===== config.mk =====
export PLATFORM = sky130hd
export DESIGN_NAME = stepper_phase_decoder
export DESIGN_NICKNAME = d
export VERILOG_FILES = /design/src/rtl/stepper_phase_decoder.sv
export SDC_FILE = /design/constraint.sdc
export NUM_CORES = 1
export LEC_CHECK = 0
export BUFFER_PORTS_ARGS = -buffer_cell sky130_fd_sc_hd__buf_2
export CAP_MARGIN = 20
export CORE_UTILIZATION = 55
export DETAILED_ROUTE_END_ITERATION = 7
export PLACE_DENSITY = 0.8
export SLEW_MARGIN = 20
export SYNTH_ARGS = -nofsm -noshare
export SYNTH_HDL_FRONTEND = slang
export SYNTH_SLANG_ARGS = --single-unit

===== constraint.sdc =====
create_clock -name clk -period 6.3 [get_ports clk]
set_clock_uncertainty 0.2 [all_clocks]
set_input_delay 0.315 -clock clk [delete_from_list [all_inputs] [get_ports clk]]
set_output_delay 0.315 -clock clk [all_outputs]
set_load 0.01 [all_outputs]

===== src/rtl/stepper_phase_decoder.sv =====
// -----------------------------------------------------------------------------
// stepper_phase_decoder
//
// Receive-side monitor for a 4-bit stepper coil drive bus. The coil pattern is
// synchronised, glitch filtered, and every newly accepted pattern is classified
// as a clockwise/counter-clockwise full or half step, or as a fault. A signed
// position is kept in half-step units.
//
// Ports
//   clk          system clock
//   rst          asynchronous reset, active low
//   coil_in      coil pattern {A,C,B,D}; may be asynchronous to clk
//   clear_pos    synchronous clear of the position counter (wins over a step)
//   position     signed half-step position, wraps modulo 2^POS_W
//   step_pulse   one-cycle pulse per counted step
//   dir_cw       direction of the last counted step (1 = clockwise)
//   half_mode    1 if the last counted step was a half step
//   locked       a valid reference pattern is held
//   fault        one-cycle pulse on an invalid pattern or ambiguous transition
//   fault_count  saturating number of faults since reset
// -----------------------------------------------------------------------------
module stepper_phase_decoder #(
    parameter int POS_W      = 16,
    parameter int STABLE_CYC = 4,
    parameter int FCNT_W     = 8
) (
    input  logic                    clk,
    input  logic                    rst,
    input  logic [3:0]              coil_in,
    input  logic                    clear_pos,
    output logic signed [POS_W-1:0] position,
    output logic                    step_pulse,
    output logic                    dir_cw,
    output logic                    half_mode,
    output logic                    locked,
    output logic                    fault,
    output logic [FCNT_W-1:0]       fault_count
);

    localparam int CNT_W = $clog2(STABLE_CYC + 1);

    typedef enum logic {
        UNLOCKED = 1'b0,
        LOCKED   = 1'b1
    } state_e;

    // Maps a coil code to {valid, index}; index follows the clockwise order.
    function automatic logic [3:0] decode(input logic [3:0] code);
        logic [3:0] res;
        case (code)
            4'b1000: res = 4'b1_000;  // A
            4'b1010: res = 4'b1_001;  // AB
            4'b0010: res = 4'b1_010;  // B
            4'b0110: res = 4'b1_011;  // BC
            4'b0100: res = 4'b1_100;  // C
            4'b0101: res = 4'b1_101;  // CD
            4'b0001: res = 4'b1_110;  // D
            4'b1001: res = 4'b1_111;  // DA
            default: res = 4'b0_000;
        endcase
        return res;
    endfunction

    // Input path: two-stage synchroniser, then a stability filter.
    logic [3:0]       sync1_q, sync2_q;
    logic [3:0]       samp_q;           // value currently being qualified
    logic [CNT_W-1:0] cnt_q;            // consecutive cycles samp_q has been seen
    logic [3:0]       acc_q;            // last accepted pattern
    logic             accept;

    // A pattern is accepted once: after it has been stable long enough and only
    // if it differs from the previously accepted one.
    assign accept = (cnt_q == CNT_W'(STABLE_CYC)) && (samp_q != acc_q);

    // NOTE: sequential state uses non-blocking assignments so every register
    // samples the pre-edge value of the others, giving true pipeline behaviour.
    always_ff @(posedge clk or negedge rst) begin
        if (!rst) begin
            sync1_q <= '0;
            sync2_q <= '0;
            samp_q  <= '0;
            cnt_q   <= '0;
            acc_q   <= '0;
        end else begin
            sync1_q <= coil_in;
            sync2_q <= sync1_q;
            if (sync2_q != samp_q) begin
                samp_q <= sync2_q;
                cnt_q  <= CNT_W'(1);
            end else if (cnt_q != CNT_W'(STABLE_CYC)) begin
                cnt_q <= cnt_q + CNT_W'(1);
            end
            if (accept) begin
                acc_q <= samp_q;
            end
        end
    end

    // Lock / step classification
    state_e           state_q, state_d;
    logic [2:0]       idx_q, idx_d;
    logic [POS_W-1:0] pos_q, pos_d;
    logic             step_q, step_d;
    logic             fault_q, fault_d;
    logic             dir_q, dir_d;
    logic             half_q, half_d;
    logic [FCNT_W-1:0] fcnt_q, fcnt_d;

    logic       new_valid;
    logic [2:0] new_idx;
    logic [2:0] diff;

    assign {new_valid, new_idx} = decode(samp_q);
    // Modulo-8 distance around the eight-entry phase ring.
    assign diff = new_idx - idx_q;

    // NOTE: every output of this block receives a default first, so no path
    // leaves a variable unassigned and no latch is inferred.
    always_comb begin
        state_d = state_q;
        idx_d   = idx_q;
        pos_d   = pos_q;
        step_d  = 1'b0;
        fault_d = 1'b0;
        dir_d   = dir_q;
        half_d  = half_q;

        if (accept) begin
            case (state_q)
                UNLOCKED: begin
                    if (new_valid) begin
                        state_d = LOCKED;
                        idx_d   = new_idx;
                    end else begin
                        fault_d = 1'b1;
                    end
                end
                LOCKED: begin
                    if (!new_valid) begin
                        fault_d = 1'b1;
                        state_d = UNLOCKED;
                    end else begin
                        case (diff)
                            3'd1: begin
                                pos_d  = pos_q + POS_W'(1);
                                dir_d  = 1'b1;
                                half_d = 1'b1;
                                step_d = 1'b1;
                                idx_d  = new_idx;
                            end
                            3'd7: begin
                                pos_d  = pos_q - POS_W'(1);
                                dir_d  = 1'b0;
                                half_d = 1'b1;
                                step_d = 1'b1;
                                idx_d  = new_idx;
                            end
                            3'd2: begin
                                pos_d  = pos_q + POS_W'(2);
                                dir_d  = 1'b1;
                                half_d = 1'b0;
                                step_d = 1'b1;
                                idx_d  = new_idx;
                            end
                            3'd6: begin
                                pos_d  = pos_q - POS_W'(2);
                                dir_d  = 1'b0;
                                half_d = 1'b0;
                                step_d = 1'b1;
                                idx_d  = new_idx;
                            end
                            3'd3, 3'd4, 3'd5: begin
                                // Skipped too far to tell direction: drop the lock.
                                fault_d = 1'b1;
                                state_d = UNLOCKED;
                            end
                            default: begin
                                // Same index: cannot occur, an accepted code always differs.
                            end
                        endcase
                    end
                end
                default: begin
                    state_d = UNLOCKED;
                end
            endcase
        end

        if (clear_pos) begin
            pos_d = '0;
        end

        fcnt_d = (fault_d && (fcnt_q != '1)) ? fcnt_q + FCNT_W'(1) : fcnt_q;
    end

    always_ff @(posedge clk or negedge rst) begin
        if (!rst) begin
            state_q <= UNLOCKED;
            idx_q   <= '0;
            pos_q   <= '0;
            step_q  <= 1'b0;
            fault_q <= 1'b0;
            dir_q   <= 1'b1;
            half_q  <= 1'b0;
            fcnt_q  <= '0;
        end else begin
            state_q <= state_d;
            idx_q   <= idx_d;
            pos_q   <= pos_d;
            step_q  <= step_d;
            fault_q <= fault_d;
            dir_q   <= dir_d;
            half_q  <= half_d;
            fcnt_q  <= fcnt_d;
        end
    end

    assign position    = pos_q;
    assign step_pulse  = step_q;
    assign dir_cw      = dir_q;
    assign half_mode   = half_q;
    assign locked      = (state_q == LOCKED);
    assign fault       = fault_q;
    assign fault_count = fcnt_q;

endmodule

=== Word-level counts from Yosys, hierarchy flattened ===
Memories as Yosys holds them, arrays and structs flattened.
Cells that the tools add are included.

* Multiplexer cells: 26
* Bitwise logic cells: 1
* Add/subtract/negate cells: 7
* Equal/unequal tests: 15
* Reduce and logical (&&, ||, !) cells: 19

{| class="wikitable"
|+ Operators with widths
! cell !! number
|-
| two-way mux 16 bit || 4
|-
| case mux 16 bit (4 select lines) || 1
|-
| adder 16 x 1 -> 16 bit (second input constant) || 1
|-
| adder 16 x 2 -> 16 bit (second input constant) || 1
|-
| AND reduction 4 bit || 4
|-
| subtractor 16 x 1 -> 16 bit (second input constant) || 1
|-
| subtractor 16 x 2 -> 16 bit (second input constant) || 1
|-
| equality test 3 bit (second input constant) || 5
|-
| two-way mux 3 bit || 5
|-
| nonzero test 2 bit || 6
|-
| two-way mux 1 bit || 11
|-
| adder 8 x 1 -> 8 bit (second input constant) || 1
|-
| != test 4 bit || 2
|-
| != test 8 bit (second input constant) || 1
|-
| case mux 1 bit (2 select lines) || 4
|-
| OR reduction 2 bit || 4
|-
| equality test 3 x 2 -> 1 bit (second input constant) || 2
|-
| case mux 3 bit (2 select lines) || 1
|-
| nonzero test 5 bit || 1
|-
| != test 2 bit (second input constant) || 2
|-
| OR reduction 4 bit || 1
|-
| adder 3 x 1 -> 3 bit (second input constant) || 1
|-
| equality test 3 x 1 -> 1 bit (second input constant) || 1
|-
| != test 3 bit (second input constant) || 1
|-
| 5 further kinds || 6
|}

* Output and inout bits: 29
* Bits in registers: 51
* Bits in read-only memories: 64
* Bits of input ports: 7
* Logic and storage cells: 82
* Memories kept: 1

{| class="wikitable"
|+ Memory list
! name !! words !! width !! rd ports !! clocked after Yosys merged registers in !! wr ports !! line !! RTL
|-
| (name not given) || 16 || 4 || 1 || 0 || 0 || 50 || <nowiki>case (code)</nowiki>
|}

=== Depth between registers and ports, before layout ===
An unclocked memory read counts as a cell.

* Word-level depth: 9
* Mapped depth: 23
* Depth with buffers taken out: 21

=== Least setup slack after synthesis ===
Ideal clock, no wire load.

* Path kind: reg-to-reg
* Start point: register samp_q[0]
* End point: register pos_q[15], in the netlist position[15]
* Cell stages (with the launch flop): 22
* Data arrival time: 4391 ps
* Period minus slack after synthesis: 4716 ps
* Slack: 1584 ps
* Buffers on the path: 2
* Cell sequence: dfrtp_1 -> inv_1 -> ha_1 -> nor2_1 -> a21oi_1 -> nor2_1 -> a21oi_1 -> fa_1 -> nor2b_1 -> clkbuf_1 -> clkbuf_1 -> nand2_1 -> inv_1 -> ha_1 -> nor2b_1 -> o31ai_1 -> a2111o_1 -> a31oi_1 -> nor2_1 -> xnor2_1 -> o21ai_2 -> mux2_4

* Word-level cells in the longest chain between the ends: 8

{| class="wikitable"
|+ Ends and longest elaborated chain
! element !! line !! RTL
|-
| from (decl) || 66 || <nowiki>logic [3:0] samp_q;</nowiki>
|-
| from (signal assigned) || 88 || <nowiki>samp_q <= sync2_q;</nowiki>
|-
| memory read (16 x 4 bit) || - ||
|-
| subtractor 3 bit || 115 || <nowiki>assign diff = new_idx - idx_q;</nowiki>
|-
| equality test 3 bit, or another cell as far along || 143 || <nowiki>case (diff)</nowiki>
|-
| case mux 16 bit (4 select lines) || 143 ||
|-
| two-way mux 16 bit || 139 || <nowiki>if (!new_valid) begin</nowiki>
|-
| two-way mux 16 bit || 129 || <nowiki>case (state_q)</nowiki>
|-
| two-way mux 16 bit || 128 || <nowiki>if (accept) begin</nowiki>
|-
| two-way mux 16 bit || 189 || <nowiki>if (clear_pos) begin</nowiki>
|-
| to (signal assigned) || 209 || <nowiki>pos_q <= pos_d;</nowiki>
|-
| to (decl) || 102 || <nowiki>logic [POS_W-1:0] pos_q, pos_d;</nowiki>
|}

Parallel ways exist; a longest one is shown, timed or not. The select of a mux whose other input is x is not followed.
A chain may end at the register's enable or synchronous reset.

=== Worst setup path after layout ===
* Start point: register samp_q[0]
* End point: register pos_q[12], in the netlist position[12]

The elaborated chain is that of the path after synthesis.

==> impl_metrics.json <==
{
  "met2WireLength_um": 3690,
  "worstSetupPathType": "register to register",
  "synth_cell_type_count": 71,
  "drive_gt1_frac": 0.165,
  "yosysTopAreaCellShare": 0.343,
  "ys_seq_area_frac": 0.351,
  "die_x_um": 83.4,
  "coreArea_sq_mm": 0.00639,
  "slew_headroom": 0.362,
  "yosys-top-cells-area": "dfrtp_1 34%, ha_1 7.9%, xnor2_1 6.3%, a21oi_1 4.1%, o21ai_0 3.6%",
  "fp.dieArea_sq_mm": 0.00695,
  "p_leak_nw": 1.85,
  "path_clk_slew_ns": 0.10,
  "overflow": 0,
  "cts_resized": 0,
  "clkLatencyLatePin_ns": 0.31,
  "finalCritPeriodShare": 0.843,
  "synth_cells": 404,
  "max-cap-violations": 0,
  "cts_buffer_depth": 2,
  "powerDensity_mw_per_mm2": 162,
  "tns_ns": 0,
  "clkPwrFrac": 0.377,
  "avgSynthCellArea_sq_um": 9.02,
  "setup_viol": 0,
  "synth_edf_count": 0,
  "cp-start-kind": "register",
  "routed_wl_um": 7870,
  "syn_nets": 436,
  "setup_slack_ns": 0.988,
  "grtUsageTotal": 0.242,
  "synthArstFlopShare": 1.00,
  "num_antenna_cells": 0,
  "cts_buffers": 5,
  "crit_required_ns": 6.32,
  "ant_nets": 0,
  "highest_layer": "met4",
  "outcome": "finished clean",
  "antenna_found_initial": 0,
  "portBuffers": 35,
  "post-dp-hpwl_um": 5520,
  "hold_viol_final": 0,
  "peakVddDrop_mv": 0.122,
  "wl_met1_um": 3630,
  "drc": 0,
  "rsz0062_at_grt": "no",
  "syn_to_final_growth_pct": 9.37,
  "cts_num_sinks": 51,
  "synth_common_cells": "50 x dfrtp_1, 33 x nand2_1, 31 x nor2_1",
  "worstPathMaxFanout": 18,
  "met3WireLength_um": 437,
  "synth-warning-count": 0,
  "final_max_slew_viol_count": 0,
  "power_frac_comb": 0.100,
  "grt_max_degree": 52,
  "die_y_um": 83.4,
  "fmax_mhz": 188,
  "synth.most_common_cell": "dfrtp_1",
  "swShare": 0.245,
  "p_seq_frac": 0.523,
  "root_buffer": "clkbuf_8",
  "avgViaCountPerCell": 6.16,
  "synth_area_sq_mm": 0.00364,
  "start_util": 0.571,
  "grt_pass1_wl_um": 13800,
  "hold_class": "register to register",
  "endpoint_kind": "register",
  "p_int_mw": 0.487,
  "routabilityCongestion": 0.874,
  "dr.pass1.iters": 4,
  "synth_top_area_cell": "dfrtp_1",
  "ios": 36,
  "power.switching_mw": 0.158,
  "crit_arrival_ns": 5.33,
  "vias": 3131,
  "htree_num_levels": 2,
  "avgRoutedWirePerCell_um": 15.5,
  "pre_cts_ws_ns": 1.09,
  "rows": 29,
  "drt_iter0_markers": 234,
  "period_needed_ns": 5.31,
  "grt_pass1_vias": 3023,
  "yosys_most_used_dff": "dfrtp_1",
  "nets": 462,
  "cts_tree": "built",
  "ys_seq_elements": 51,
  "worst_pin_slew_ns": 0.958
}
## placed cells by master, fill, tap and decap left out, types with 5 or more instances in the layout
cell type / count
nor3_1: 9
o21ai_0: 26
nand3_1: 9
dlygate4sd3_1: 5
a21oi_1: 30
inv_1: 20
xor2_1: 6
nor2b_1: 6
dfrtp_1: 50
and3_1: 5
buf_2: 35
a211oi_1: 7
xnor2_1: 26
clkbuf_8: 6
nand2_1: 33
ha_1: 23
nand4_1: 8
nor2_1: 31
## power by group through the flow
stage / Clock [mW] / Sequential [mW] / Combinational (mW)
after CTS: 0.252 / 0.338 / 0.0643
after global placement: 0 / 0.344 / 0.0603
final: 0.244 / 0.338 / 0.0643
after floorplan: 0 / 0.342 / 0.0470
after detailed placement: 0 / 0.344 / 0.0617
after global routing: 0.263 / 0.339 / 0.0719
## final timing paths
path / start / end / slack, ns / depth (start not counted)
hold reg to reg: sync1_q[1] / sync2_q[1] / 0.16 / 0
setup / recovery: samp_q[0] / position[12] / 0.99 / 20
max in group asynchronous: rst / position[10] / 5.01 / 3
hold / removal: sync1_q[1] / sync2_q[1] / 0.16 / 0
setup reg to reg: samp_q[0] / position[12] / 0.99 / 20
min in group asynchronous: rst / sync1_q[3] / 0.46 / 3
## state kept, by name, indices dropped and copies added, names as in the netlist
signal,cells
half_mode,1
acc_q,4
samp_q,4
fault,1
fault_count,8
step_pulse,1
idx_q,3
sync1_q,4
cnt_q,3
position,16
locked,1
sync2_q,4
dir_cw,1
## stage by stage
step / utilization / area (sq um) / std cells / hold slack [ns] / power [mW]
2_1_floorplan: - / 3640 / 404 / -0.181 / 0.389
3_3_place_gp: 0.597 / 3810 / 495 / 0.134 / 0.404
3_5_place_dp: 0.597 / 3810 / 495 / 0.136 / 0.406
4_1_cts: 0.624 / 3990 / 508 / 0.165 / 0.654
5_1_grt: 0.624 / 3990 / 508 / 0.172 / 0.674
6_report: 0.624 / 3990 / 508 / 0.160 / 0.646
## worst max-delay path: stages (launching register included)
cell      delay, ns
dfrtp_1        0.45
inv_1          0.08
ha_1           0.31
nor2_1         0.15
a21oi_1        0.06
nor2_1         0.10
a21oi_1        0.08
fa_1           0.42
xor2_1         0.19
and3_4         0.23
o21ai_4        0.39
inv_2          0.24
xnor2_1        0.18
ha_1           0.22
or2_2          0.31
nor4_1         0.42
nand2_1        0.15
or4_1          0.41
o22ai_1        0.22
o21ai_0        0.11
a221oi_1       0.32
## kinds of logic (layout without fill, tap and decap cells)
kind of cell               Yosys count  count (layout)  share of synthesized area
muxes                                6               6                     0.0192
and+or+nand+nor                    131             131                      0.193
buffers and inverters               45              72                     0.0556
adders and majority gates           25              25                     0.0900
xor gates and xnor gates            32              32                     0.0769
DFF                                 51              51                      0.351
AOI/OAI and AO/OA                  114             114                      0.215
## timing repair
action | 4_1_cts | 5_1_grt
setup buffers | 0 | 0
endpoints found under the hold margin | 54 | 0
hold buffers | 5 | 0
## final cells by class
| cell class | count | area [sq um] |
|---|---|---|
| inverter | 21 | 78.8 |
| sequential | 51 | 1280 |
| fill | 539 | 2400 |
| timing repair buffer | 43 | 248 |
| clock inverter | 2 | 38.8 |
| multi-input combinational | 308 | 2160 |
| clock buffer | 6 | 82.6 |
| tap | 77 | 96.3 |
## per-layer routing
metal | global-route usage | vias to the layer above
met4 | 0.0815 | 0
met2 | 0.402 | 111
met3 | 0.0328 | 14
met1 | 0.325 | 1495
met5 | 0 | -
li1 | - | 1511
(Power assumes the default switching activity.)
